<file path="src/rtl/fp_pkg.sv">
// fp_pkg: shared types and constants for the FP normalize-and-round stage.
package fp_pkg;
    localparam int MANT_W = 24;
    localparam int EXP_W = 8;
    localparam logic [EXP_W-1:0] EXP_MAX = 8'hFF;
    // Working exponent is one bit wider so overflow past 254 stays visible.
    localparam logic [EXP_W:0] E_TOP = {1'b0, EXP_MAX};
    localparam logic [EXP_W:0] E_ONE = {{EXP_W{1'b0}}, 1'b1};
    typedef enum logic [1:0] {IDLE, NORM, ROUND, DONE} state_t;
    typedef struct packed {
        logic sign;
        logic [EXP_W-1:0] exp;
        logic [MANT_W-2:0] frac;
    } fp32_t;
endpackage

</file>
<file path="src/rtl/fp_normalizer_if.sv">
// fp_normalizer_if: operand-in / result-out handshake bundle of the normalizer.
interface fp_normalizer_if;
    import fp_pkg::*;
    logic in_valid;
    logic in_ready;
    logic [MANT_W-1:0] aligned_result;
    logic carry_out;
    logic aligned_sign;
    logic [2:0] grs;
    logic [EXP_W-1:0] exponent;
    logic out_valid;
    logic out_ready;
    logic [31:0] result;
    logic overflow;
    modport master (
        output in_valid, aligned_result, carry_out, aligned_sign, grs, exponent, out_ready,
        input in_ready, out_valid, result, overflow
    );
    modport slave (
        input in_valid, aligned_result, carry_out, aligned_sign, grs, exponent, out_ready,
        output in_ready, out_valid, result, overflow
    );
endinterface

</file>
<file path="src/rtl/fp_round.sv">
// fp_round: round-to-nearest-even, renormalize after round, and pack special cases.
module fp_round
    import fp_pkg::*;
(
    input  logic [MANT_W-1:0] i_m,
    input  logic              i_g,
    input  logic              i_r,
    input  logic              i_s,
    input  logic              i_sign,
    input  logic [EXP_W:0]    i_e,
    output fp32_t             o_result,
    output logic              o_overflow
);
    logic              w_up;
    logic              w_zero;
    logic [MANT_W:0]   w_sum;
    logic [MANT_W-1:0] w_m;
    logic [EXP_W:0]    w_e;
    assign w_up = i_g & (i_r | i_s | i_m[0]);
    assign w_zero = ~|{i_m, i_g, i_r, i_s};
    assign w_sum = {1'b0, i_m} + {{MANT_W{1'b0}}, w_up};
    assign w_m = w_sum[MANT_W] ? w_sum[MANT_W:1] : w_sum[MANT_W-1:0];
    assign w_e = i_e + {{EXP_W{1'b0}}, w_sum[MANT_W]};
    // Later assignments take priority: overflow beats zero beats subnormal.
    always_comb begin
        o_overflow = w_e >= E_TOP;
        o_result = '{sign: i_sign, exp: w_e[EXP_W-1:0], frac: w_m[MANT_W-2:0]};
        if (!w_m[MANT_W-1] && w_e <= E_ONE) o_result.exp = '0;
        if (w_zero) o_result = '0;
        if (o_overflow) o_result = '{sign: i_sign, exp: EXP_MAX, frac: '0};
    end
endmodule

</file>
<file path="src/rtl/fp_normalizer.sv">
// fp_normalizer: bit-serial leading-zero normalization followed by RNE rounding
// of one aligned ALU result per handshake.
module fp_normalizer
    import fp_pkg::*;
(
    input logic clock,
    input logic reset,
    fp_normalizer_if.slave bus
);
    state_t            r_state;
    state_t            w_next;
    logic [MANT_W-1:0] r_m;
    logic              r_g;
    logic              r_r;
    logic              r_s;
    logic              r_sign;
    logic [EXP_W:0]    r_e;
    fp32_t             r_result;
    logic              r_overflow;
    fp32_t             w_result;
    logic              w_overflow;
    logic              w_accept;
    logic              w_stop;
    assign w_accept = bus.in_valid && r_state == IDLE;
    // Shifting stops on overflow, exact zero, a set hidden bit, or the subnormal floor.
    assign w_stop = r_e >= E_TOP || ~|{r_m, r_g, r_r, r_s} || r_m[MANT_W-1] || r_e <= E_ONE;
    always_comb begin
        w_next = r_state;
        w_next = (r_state == IDLE && w_accept) ? NORM :
                 (r_state == NORM && w_stop) ? ROUND :
                 (r_state == ROUND) ? DONE :
                 (r_state == DONE && bus.out_ready) ? IDLE : r_state;
    end
    always_ff @(posedge clock or posedge reset) begin
        if (reset) r_state <= IDLE;
        else r_state <= w_next;
    end
    always_ff @(posedge clock or posedge reset) begin
        if (reset) begin
            r_m <= '0;
            r_g <= 1'b0;
            r_r <= 1'b0;
            r_s <= 1'b0;
            r_sign <= 1'b0;
            r_e <= '0;
            r_result <= '0;
            r_overflow <= 1'b0;
        end else begin
            if (w_accept) begin
                r_m <= bus.carry_out ? {1'b1, bus.aligned_result[MANT_W-1:1]} : bus.aligned_result;
                r_g <= bus.carry_out ? bus.aligned_result[0] : bus.grs[2];
                r_r <= bus.carry_out ? bus.grs[2] : bus.grs[1];
                r_s <= bus.carry_out ? |bus.grs[1:0] : bus.grs[0];
                r_e <= {1'b0, bus.exponent} + {{EXP_W{1'b0}}, bus.carry_out};
                r_sign <= bus.aligned_sign;
            end else if (r_state == NORM && !w_stop) begin
                r_m <= {r_m[MANT_W-2:0], r_g};
                r_g <= r_r;
                r_r <= 1'b0;
                r_e <= r_e - E_ONE;
            end
            if (r_state == ROUND) begin
                r_result <= w_result;
                r_overflow <= w_overflow;
            end
        end
    end
    fp_round u_round (
        .i_m(r_m),
        .i_g(r_g),
        .i_r(r_r),
        .i_s(r_s),
        .i_sign(r_sign),
        .i_e(r_e),
        .o_result(w_result),
        .o_overflow(w_overflow)
    );
    assign bus.in_ready = r_state == IDLE;
    assign bus.out_valid = r_state == DONE;
    assign bus.result = r_result;
    assign bus.overflow = r_overflow;
endmodule
</file>
<file path="src/flat_wrapper.sv">
// flat-port wrapper written by rule: the top's interface ports become plain ports
module fp_normalizer_flat import fp_pkg::*;
  (clock, reset, bus_in_valid, bus_aligned_result, bus_carry_out, bus_aligned_sign, bus_grs, bus_exponent, bus_out_ready, bus_in_ready, bus_out_valid, bus_result, bus_overflow);
  fp_normalizer_if bus_i ();
  input logic clock;
  input logic reset;
  input wire logic [$bits(bus_i.in_valid)-1:0] bus_in_valid;
  input wire logic [$bits(bus_i.aligned_result)-1:0] bus_aligned_result;
  input wire logic [$bits(bus_i.carry_out)-1:0] bus_carry_out;
  input wire logic [$bits(bus_i.aligned_sign)-1:0] bus_aligned_sign;
  input wire logic [$bits(bus_i.grs)-1:0] bus_grs;
  input wire logic [$bits(bus_i.exponent)-1:0] bus_exponent;
  input wire logic [$bits(bus_i.out_ready)-1:0] bus_out_ready;
  output wire logic [$bits(bus_i.in_ready)-1:0] bus_in_ready;
  output wire logic [$bits(bus_i.out_valid)-1:0] bus_out_valid;
  output wire logic [$bits(bus_i.result)-1:0] bus_result;
  output wire logic [$bits(bus_i.overflow)-1:0] bus_overflow;
  assign bus_i.in_valid = bus_in_valid;
  assign bus_i.aligned_result = bus_aligned_result;
  assign bus_i.carry_out = bus_carry_out;
  assign bus_i.aligned_sign = bus_aligned_sign;
  assign bus_i.grs = bus_grs;
  assign bus_i.exponent = bus_exponent;
  assign bus_i.out_ready = bus_out_ready;
  assign bus_in_ready = bus_i.in_ready;
  assign bus_out_valid = bus_i.out_valid;
  assign bus_result = bus_i.result;
  assign bus_overflow = bus_i.overflow;
  fp_normalizer u_core (.clock(clock), .reset(reset), .bus(bus_i));
endmodule
</file>
<file path="config.mk">
export PLATFORM = sky130hd
export DESIGN_NAME = fp_normalizer_flat
export DESIGN_NICKNAME = d
export VERILOG_FILES = /design/src/rtl/fp_pkg.sv /design/src/rtl/fp_normalizer_if.sv /design/src/rtl/fp_round.sv /design/src/rtl/fp_normalizer.sv /design/src/flat_wrapper.sv
export SDC_FILE = /design/constraint.sdc
export NUM_CORES = 1
export LEC_CHECK = 0
export CAP_MARGIN = 20
export CORE_AREA = 2 2 112 114
export DETAILED_ROUTE_END_ITERATION = 7
export DIE_AREA = 0 0 114 116
export PLACE_DENSITY = 0.73
export SYNTH_ARGS = -nofsm -noshare
export SYNTH_HDL_FRONTEND = slang
export SYNTH_SLANG_ARGS = --single-unit
</file>
<file path="constraint.sdc">
create_clock -name clock -period 4 [get_ports clock]
set_input_delay 0.4 -clock clock [delete_from_list [all_inputs] [get_ports clock]]
set_output_delay 0.4 -clock clock [all_outputs]
set_load 0.02 [all_outputs]
</file>
After elaboration in Yosys (flattened, before gate mapping)
Index checks and enable logic that the tools add are counted.
- $add $sub $neg: 4
- $mul: 0
- div/mod/pow operators: 0
- magnitude comparators: 4
- equal/unequal tests: 3
- shift-type cells: 0
- mux-type cells: 20
- bitwise logic cells: 3
- reductions and logical operators: 17
- operators by type and width (cell ; count):
    $mux W24 ; 4
    $mux W32 ; 2
    $reduce_or A27 Y1 ; 1
    $add A24 B1 Y25 ; 1
    $ge A9 B8 Y1 const B ; 2
    $le A9 B1 Y1 const B ; 2
    $mux W9 ; 2
    $add A8 B1 Y9 ; 1
    $add A9 B1 Y9 ; 1
    $sub A9 B1 Y9 const B ; 1
    $mux W2 ; 4
    $mux W8 ; 1
    $mux W1 ; 7
    $logic_and A1 B1 Y1 ; 6
    $eq A2 B2 Y1 const B ; 2
    $reduce_bool A4 Y1 ; 1
    $logic_not A1 Y1 ; 3
    $logic_or A1 B1 Y1 ; 3
    $eq A2 B1 Y1 const B ; 1
    $logic_not A2 Y1 ; 1
    $or A1 B1 Y1 ; 2
    $reduce_bool A2 Y1 ; 1
    $reduce_or A2 Y1 ; 1
    $and A1 B1 Y1 ; 1
- register bits after elaboration: 72
- latch bits: 0
- memory bits (writable): 0
- memory bits (read-only): 0
- input port bits: 41
- output and inout port bits: 35
- memories kept: 0

Logic depth before layout (Yosys ltp)
Gate-level depths: netlist of the first run.
- word-level depth: 10
- gate-level depth with buffers: 14
- mapped depth without buffers: 12

Modules after synthesis
A second synthesis of the first run with hierarchy kept.
- cell total of the unflattened synthesis: 510
- area, all modules: 4772.1 sq um
- by module, submodules not included (module ; instances ; cells an instance ; area an instance (sq um) ; seq. area each (sq um)):
    fp_normalizer ; 1 ; 334 ; 3626.0 ; 1801.7
    fp_round ; 1 ; 176 ; 1146.1 ; 0.0

Worst setup path after synthesis of the first run
OpenSTA, ideal clock, no wires.
- path type: reg2reg
- from: reg u_core.r_m[0]
- to: reg u_core.r_result (netlist bit u_core.bus.result[0])
- data arrival time: 2965 ps
- required time: 3879 ps
- path slack: 914 ps
- cell stages (with the launch flop): 14
- clock period less this slack: 3086 ps
- cells stage by stage: dfrtp_1 bufbuf_16 and2_1 ha_1 nand3_1 nor4_1 and2_1 ha_1 nand3_1 or3_4 a2111oi_4 a211oi_1 buf_2 a22o_1
- word-level cells in the longest chain between the ends: 6
- elaborated cells on any way between the ends: 9
- classes of those cells: add/sub (2); order compare (1); mux (3); bitwise (2); reduce/logical (1)
- ends and longest elaborated chain (what ; line ; RTL):
    start: declaration ; fp_normalizer.sv:12 ; logic [MANT_W-1:0] r_m;
    start signal: assignment ; fp_normalizer.sv:50 ; r_m <= bus.carry_out ? {1'b1, bus.aligned_result[MANT_W-1:1]} : bus.aligned_result;
    start signal: assignment ; fp_normalizer.sv:57 ; r_m <= {r_m[MANT_W-2:0], r_g};
    $or A1 B1 Y1 ; fp_round.sv:19 ; assign w_up = i_g & (i_r | i_s | i_m[0]);
    $and A1 B1 Y1 ; fp_round.sv:19 ;
    $add A24 B1 Y25 ; fp_round.sv:21 ; assign w_sum = {1'b0, i_m} + {{MANT_W{1'b0}}, w_up};
    $add A9 B1 Y9 / $mux W24 (equally long branches) ; fp_round.sv:23, fp_round.sv:22 ;
    $ge A9 B8 Y1 / $mux W32 (equally long branches) ; fp_round.sv:26, fp_round.sv:29 ;
    $mux W32 (*) ; fp_round.sv:30 ; if (o_overflow) o_result = '{sign: i_sign, exp: EXP_MAX, frac: '0};
    end signal: assignment ; fp_normalizer.sv:63 ; r_result <= w_result;
    end: declaration ; fp_normalizer.sv:18 ; fp32_t r_result;
Every way passes the cells marked *; elsewhere a longest branch is shown, timed or not.
A chain may end at the register's enable or synchronous reset.

Worst setup path after layout of the first run
- from: reg u_core.r_m[0]
- to: reg u_core.r_result (netlist bit u_core.bus.result[7])
The elaborated chain is that of the path after synthesis.

==> metrics.txt, run 1 <==
post-CTS sizing 0; GP Congestion 0.855; WP data arrival 3650 ps; Root Buffer clkbuf_16; vias per inst 5.82; clock-pin slew on the worst setup and hold paths 50 ps; grt total ovfl 0; post-layout min period 3450 ps; fmax 0.289 GHz; Synthesized Nets 594; Crit. End Element flop; critical path class reg -> reg; Multi-input gate area 2600 um^2; number of synthesized flops with an enable pin 0; Syn Area/Cell 8.65 um^2; area of the mapped netlist 4710 um^2; routed vias 4,318; YS warnings 0; Setup violations, final 0; ANT nets after route 0; clock sinks 72; DR pass1 iterations 6; VDD IR max 0.344 mV; Crit Path Max Fanout 12; Slew headroom 32.1%; row count 40; Gate Count Post-Synth 544; Slew @ Worst Pin 1020 ps; core area 11,900 um^2; Pleak 0.00214 uW; chip height 116 um; clk_lat worst skew 330 ps; Max-cap violations 0; setup TNS 0 ps; Yosys cell types 58; #FFs+latches synth 72; CTS buffer count 9; power per cell area 777 nW/um^2; vias in the first global route 4,005; RSZ-0062 raised after global routing false; hpwl dp 8.87 mm; final slew viol count 0; routed wl met3 730 um; share of async-settable or async-resettable flops after synthesis 100%; Post-Route Skew 10.1 ps; Die Span X 114 um; highest routed metal layer met4; final hold violation count 0; register area share after synthesis 38.3%; WL final 12.0 mm; Hold Crit Class reg -> reg; GR Util All Layers 18.7%; M1 WL 5.84 mm; first-pass GRT wire length 20.0 mm; DRC Markers 0; ratio of cells with drive above 1 in the final layout 6.39%; DR iter-0 viols 332; # diodes 0; FF/Latch Area 1800 um^2; Filler cells 1,140; status complete, no violations; clk buf depth 2; # H-tree levels 3; Worst EP required 4190 ps; top-level port count 76; largest net degree at the start of global routing 73; NumNets Final 641; CTS tree yes; Starting Density 39.5%; Post-synth top flop dfrtp_1; hold_buf cts 0; initial antenna violation count 0; Routed WL per cell 16.2 um; IO buf count 75; startpoint types flop; Routed met2 length 5.25 mm; pre-CTS setup slack 587 ps; crit share post-route 86.4%; Area Growth Syn to Fin 21.9%; final setup margin 545 ps; Setup Fix Bufs, Post-CTS 0; die area 13,200 um^2
-- cells in the final DEF (no fill, tap or decap), types with 2 or more instances in the layout --
cell	count
clkdlybuf4s50_1	75
dfrtp_1	72
nand2_1	59
o21ai_0	38
a31oi_1	31
nor2_1	30
nor2b_1	26
a211oi_1	26
nand3_1	24
xnor2_1	15
o31ai_1	15
a21oi_1	13
nor4_1	12
xor2_1	11
inv_1	11
a22o_1	11
nand4_1	10
nor3_1	9
ha_1	9
clkbuf_16	9
or3_1	8
buf_4	8
o211ai_1	7
and2_1	7
o22ai_1	6
and3_1	5
mux2i_1	5
or4_1	3
or2_2	2
nand2b_1	2
o41ai_1	2
nand4_4	2
a21o_1	2
o21bai_1	2
clkinv_2	2
-- layout make-up --
class                      instances  area share (%)
inverter                          12           0.785
timing repair buffer              83            14.1
multi-input combinational        413            45.3
clock inverter                     5           0.981
sequential                        72            31.4
tap                              147            3.20
clock buffer                      10            4.16
-- synthesized netlist by cell type, drive strengths merged, types with 2 or more instances --
| cell type | number | area share [%] |
|---|---|---|
| or4 | 4 | 0.72 |
| a211oi | 27 | 4.4 |
| a31oi | 31 | 4.1 |
| nand2 | 60 | 4.8 |
| o41ai | 2 | 0.37 |
| ha | 9 | 2.4 |
| nor3 | 9 | 0.96 |
| or2 | 3 | 0.40 |
| a21o | 2 | 0.32 |
| inv | 12 | 0.96 |
| clkbuf | 36 | 3.3 |
| xor2 | 11 | 2.0 |
| o22ai | 6 | 0.80 |
| nand4 | 13 | 2.5 |
| and3 | 5 | 0.66 |
| mux2i | 5 | 1.1 |
| buf | 10 | 1.5 |
| o21bai | 2 | 0.32 |
| a22o | 11 | 2.0 |
| dfrtp | 72 | 38 |
| nor2 | 30 | 2.4 |
| o21ai | 39 | 4.1 |
| o211ai | 7 | 1.1 |
| nor4 | 12 | 1.6 |
| a21oi | 13 | 1.4 |
| nand3 | 24 | 2.6 |
| o31ai | 15 | 2.4 |
| nor2b | 26 | 3.5 |
| nand2b | 2 | 0.27 |
| and2 | 7 | 0.93 |
| and4 | 2 | 0.40 |
| or3 | 9 | 1.3 |
| xnor2 | 15 | 2.8 |
-- metal layers --
layer  global-route usage [%]  up-vias
met3                     2.56       17
met4                     6.26        0
li1                         -     2105
met2                     27.9      157
met5                        0        -
met1                     28.1     2039
-- power breakdown --
group | leakage (uW) | internal [uW] | switching [uW]
Combinational | 0.00116 | 948 | 1100
Clock | 0.000145 | 496 | 297
Sequential | 0.000832 | 1100 | 521
-- sequential cells by signal (all words and copies together), names as in the netlist --
register,flops
u_core.bus.result,32
u_core.r_m,24
u_core.r_e,9
u_core.r_state,2
u_core.bus.overflow,1
u_core.r_g,1
u_core.r_r,1
u_core.r_s,1
u_core.r_sign,1
-- through the flow --
step / utilization (%) / cells / hold WS (ps) / area [um^2] / power [uW]
2_1_floorplan: - / 544 / 446 / 4710 / 2970
3_3_place_gp: 45.7 / 727 / 470 / 5440 / 3600
3_5_place_dp: 45.7 / 727 / 469 / 5440 / 3670
4_1_cts: 48.2 / 742 / 481 / 5740 / 4470
5_1_grt: 48.2 / 742 / 523 / 5740 / 4780
6_report: 48.2 / 742 / 472 / 5740 / 4460
-- cell families (layout without fill, tap and decap cells) --
kind of cell	Yosys count	in the layout	share of synthesized area (%)
AND/OR/NAND/NOR	208	208	23.3
multiplexers	6	6	1.30
XOR/XNOR	26	26	4.84
AO/OA/AOI/OAI	164	164	23.4
adder cells (fa/ha/maj)	9	9	2.39
flip-flops	72	72	38.3
buffers and inverters	59	110	6.49
-- worst max-delay path, stage by stage (launching register included) --
cell,delay [ps]
dfrtp_1,460
and2_1,160
ha_1,260
nand3_1,120
nor4_1,240
and2_1,250
ha_1,240
ha_1,220
xor2_1,260
nand3_1,160
a2111oi_4,360
and2_1,430
o31ai_1,150
-- worst paths after layout --
kind | from | endpoint | slack, ps | cells past startpoint
worst max-delay path | u_core.r_m[0] | u_core.bus.result[7] | 550 | 12
worst min-delay path | u_core.bus.result[15] | u_core.bus.result[15] | 470 | 2
worst max register to register | u_core.r_m[0] | u_core.bus.result[7] | 550 | 12
worst min register to register | u_core.bus.result[15] | u_core.bus.result[15] | 470 | 2
max in group asynchronous | reset | u_core.r_e[0] | 2750 | 3
min in group asynchronous | reset | u_core.bus.result[30] | 640 | 3
No activity file was read; power rests on OpenSTA's default activity.
==> run 2: changes to the inputs <==
--- a/config.mk
+++ b/config.mk
@@ -10,6 +10,7 @@
 export DETAILED_ROUTE_END_ITERATION = 7
 export DIE_AREA = 0 0 114 116
 export PLACE_DENSITY = 0.73
+export SKIP_CTS_REPAIR_TIMING = 1
 export SYNTH_ARGS = -nofsm -noshare
 export SYNTH_HDL_FRONTEND = slang
 export SYNTH_SLANG_ARGS = --single-unit
==> results of run 2 <==
No change in the layout: final DEF, timing and power equal those of run 1.
==> run 3: changes to the inputs <==
--- a/config.mk
+++ b/config.mk
@@ -9,6 +9,7 @@
 export CORE_AREA = 2 2 112 114
 export DETAILED_ROUTE_END_ITERATION = 7
 export DIE_AREA = 0 0 114 116
+export GPL_TIMING_DRIVEN = 0
 export PLACE_DENSITY = 0.73
 export SKIP_CTS_REPAIR_TIMING = 1
 export SYNTH_ARGS = -nofsm -noshare
==> constraint.sdc (replaced) <==
create_clock -name clock -period 4.2 [get_ports clock]
set_input_delay 0.42 -clock clock [delete_from_list [all_inputs] [get_ports clock]]
set_output_delay 0.42 -clock clock [all_outputs]
set_load 0.02 [all_outputs]
==> run 3 against run 2 <==
  * Flip-flop and latch count did not move
  * Maximum frequency decreased by 6.7%
  * Wire length up 8.4%
  * Worst setup slack worse by 46 ps
  * Total power down 2.6%
  * Sequential power down 14%
  * Final area up 3.1%
  * Critical path type unchanged
==> metrics.txt, run 3 (synthesis results as in run 1) <==
Routed WL per cell 16.6 um (+2.9%); Worst EP required 4430 ps (+240 ps); CTS buffer count 9 (unchanged); vias in the first global route 4,314 (+7.7%); # H-tree levels 3 (unchanged); hpwl dp 9.69 mm (+9.2%); setup TNS 0 ps (unchanged); Reg-to-Reg Start u_core.r_m[0]; chip height 116 um (unchanged); vias per inst 5.88 (+0.97%); Max-cap violations 0 (unchanged); Worst path max stage delay 390 ps (-70 ps); Area after DPL 5640 um^2 (+3.7%); WP buf/inv 2 (+2); Placed Cells 766 (+5.4%); IO buf count 75 (unchanged); Finished Layout Cells 782 (+5.4%); Root Buffer clkbuf_16; DR pass1 iterations 5 (-1); startpoint types flop; row count 40 (unchanged); initial antenna violation count 0 (unchanged); Slew @ Worst Pin 882 ps (-136 ps); final slew viol count 0 (unchanged); crit share post-route 88.1% (+1.8 points); Crit. End Element flop; pre-CTS setup slack 582 ps (-5.19 ps); GR Util All Layers 20.3% (+1.5 points); WP data arrival 3930 ps (+280 ps); core area 11,900 um^2 (unchanged); critical path, cell by cell bufbuf_16 -> and2_1 -> ha_1 -> nand3_1 -> nor4_1 -> and2_1 -> ha_1 -> ha_1 -> xor2_1 -> nand3_1 -> a2111oi_4 -> a211oi_1 -> buf_2 -> a22o_1; r2r endpoint u_core.bus.result[14]; post-layout util 49.7% (+1.5 points); WL final 13.0 mm (+8.4%); Starting Density 39.5% (unchanged); Hold Crit Class reg -> reg; DR iter-0 viols 331 (-0.30%); # diodes 0 (unchanged); Slew headroom 41.2% (+9.1 points); NumNets Final 680 (+6.1%); GP Congestion 0.884 (+3.3%); most frequent cells in the layout clkdlybuf4s50_1, dfrtp_1, nand2_1, o21ai_0, clkbuf_1; design area 5920 um^2 (+3.1%); fmax 0.270 GHz (-6.7%); clock sinks 72 (unchanged); final setup margin 499 ps (-46.4 ps); Area Growth Syn to Fin 25.8%; Worst path most repeated cell ha_1; crit path capture u_core.bus.result[14]; clk_lat worst skew 350 ps (+20 ps); RSZ-0062 raised after global routing false; Die Span X 114 um (unchanged); FF-to-FF path depth 14 (+2); clk buf depth 2 (unchanged); ANT nets after route 0 (unchanged); max reg flops 32 (unchanged); die area 13,200 um^2 (unchanged); critical path class reg -> reg; CP delay by family, top simple AND/OR/NAND/NOR gates; VDD IR max 0.296 mV (-14%); Post-Route Skew 11.4 ps (+1.30 ps); Setup violations, final 0 (unchanged); CTS tree yes; post-layout min period 3700 ps (+246 ps); status complete, no violations; number of cells on the critical path 14 (+2); DRC Markers 0 (unchanged); first-pass GRT wire length 21.2 mm (+5.7%); clock-pin slew on the worst setup and hold paths 60 ps (about the same); top-level port count 76 (unchanged); Pleak 0.00222 uW (+3.7%); Worst path slowest cell a2111oi_4; ratio of cells with drive above 1 in the final layout 6.77% (+0.39 points); most common cell after layout, fill and taps aside clkdlybuf4s50_1; CP startpoint u_core.r_m[0]; grt total ovfl 0 (unchanged); Crit Path Max Fanout 10 (-2); power per cell area 734 nW/um^2 (-5.6%); largest net degree at the start of global routing 73 (unchanged); reg2reg setup slack 500 ps (-50 ps); final hold violation count 0 (unchanged); routed vias 4,595 (+6.4%)
==> run 3: cell types whose count changed in the layout (fill, tap and decap cells not counted), sizes merged <==
| cell | delta |
|---|---|
| bufinv | -1 |
| inv | -1 |
| bufbuf | +1 |
| clkbuf | +37 |
| buf | +2 |
| clkinvlp | -1 |
| clkinv | +3 |
==> run 3: cell type report <==
type,count,area [um^2]
Tap cell,147,184
Clock inverter,5,32.5
Clock buffer,11,243
Fill cell,1151,5990
Sequential cell,72,1800
Multi-Input combinational cell,413,2600
Inverter,12,47.5
Buffer,47,260
Timing Repair Buffer,75,751
==> run 3: worst min-delay path by stage <==
| stage | from | end | slack (ps) | cells past startpoint |
|---|---|---|---|---|
| 6_report | u_core.bus.result[13] | u_core.bus.result[13] | 480 | 2 |
| 5_1_grt | u_core.bus.result[15] | u_core.bus.result[15] | 500 | 2 |
| 4_1_cts | u_core.bus.result[19] | u_core.bus.result[19] | 480 | 2 |
| 3_5_place_dp | u_core.bus.result[13] | u_core.bus.result[13] | 470 | 2 |
| 3_3_place_gp | u_core.bus.result[15] | u_core.bus.result[15] | 470 | 2 |
| 2_1_floorplan | u_core.r_sign | u_core.r_sign | 450 | 2 |
==> run 3: routing by layer <==
metal,track usage (%),vias to the layer above,routed length [um]
met3,3.29,29,913
met1,27.9,2177,5970
li1,-,2180,-
met2,31.4,209,5780
met5,0,-,0
met4,9.51,0,357
==> run 3: tightest hold or removal path, stage by stage (launching register included) <==
cell,delay [ps]
dfrtp_1,340
nand2_1,50
o31ai_1,50
==> run 3: metrics by stage <==
step | power [uW] | hold slack [ps]
global route | 4640 | 496
detailed placement | 3620 | 470
floorplan | 2820 | 446
global placement | 3550 | 466
CTS | 4340 | 482
finish | 4340 | 476
==> run 3: report_power, final <==
part | total (uW) | internal (uW) | leakage [uW] | switching, uW
combinational | 2230 | 1010 | 0.00125 | 1220
clock | 711 | 415 | 0.000139 | 297
sequential | 1400 | 1050 | 0.000832 | 359
total | 4340 | 2470 | 0.00222 | 1880
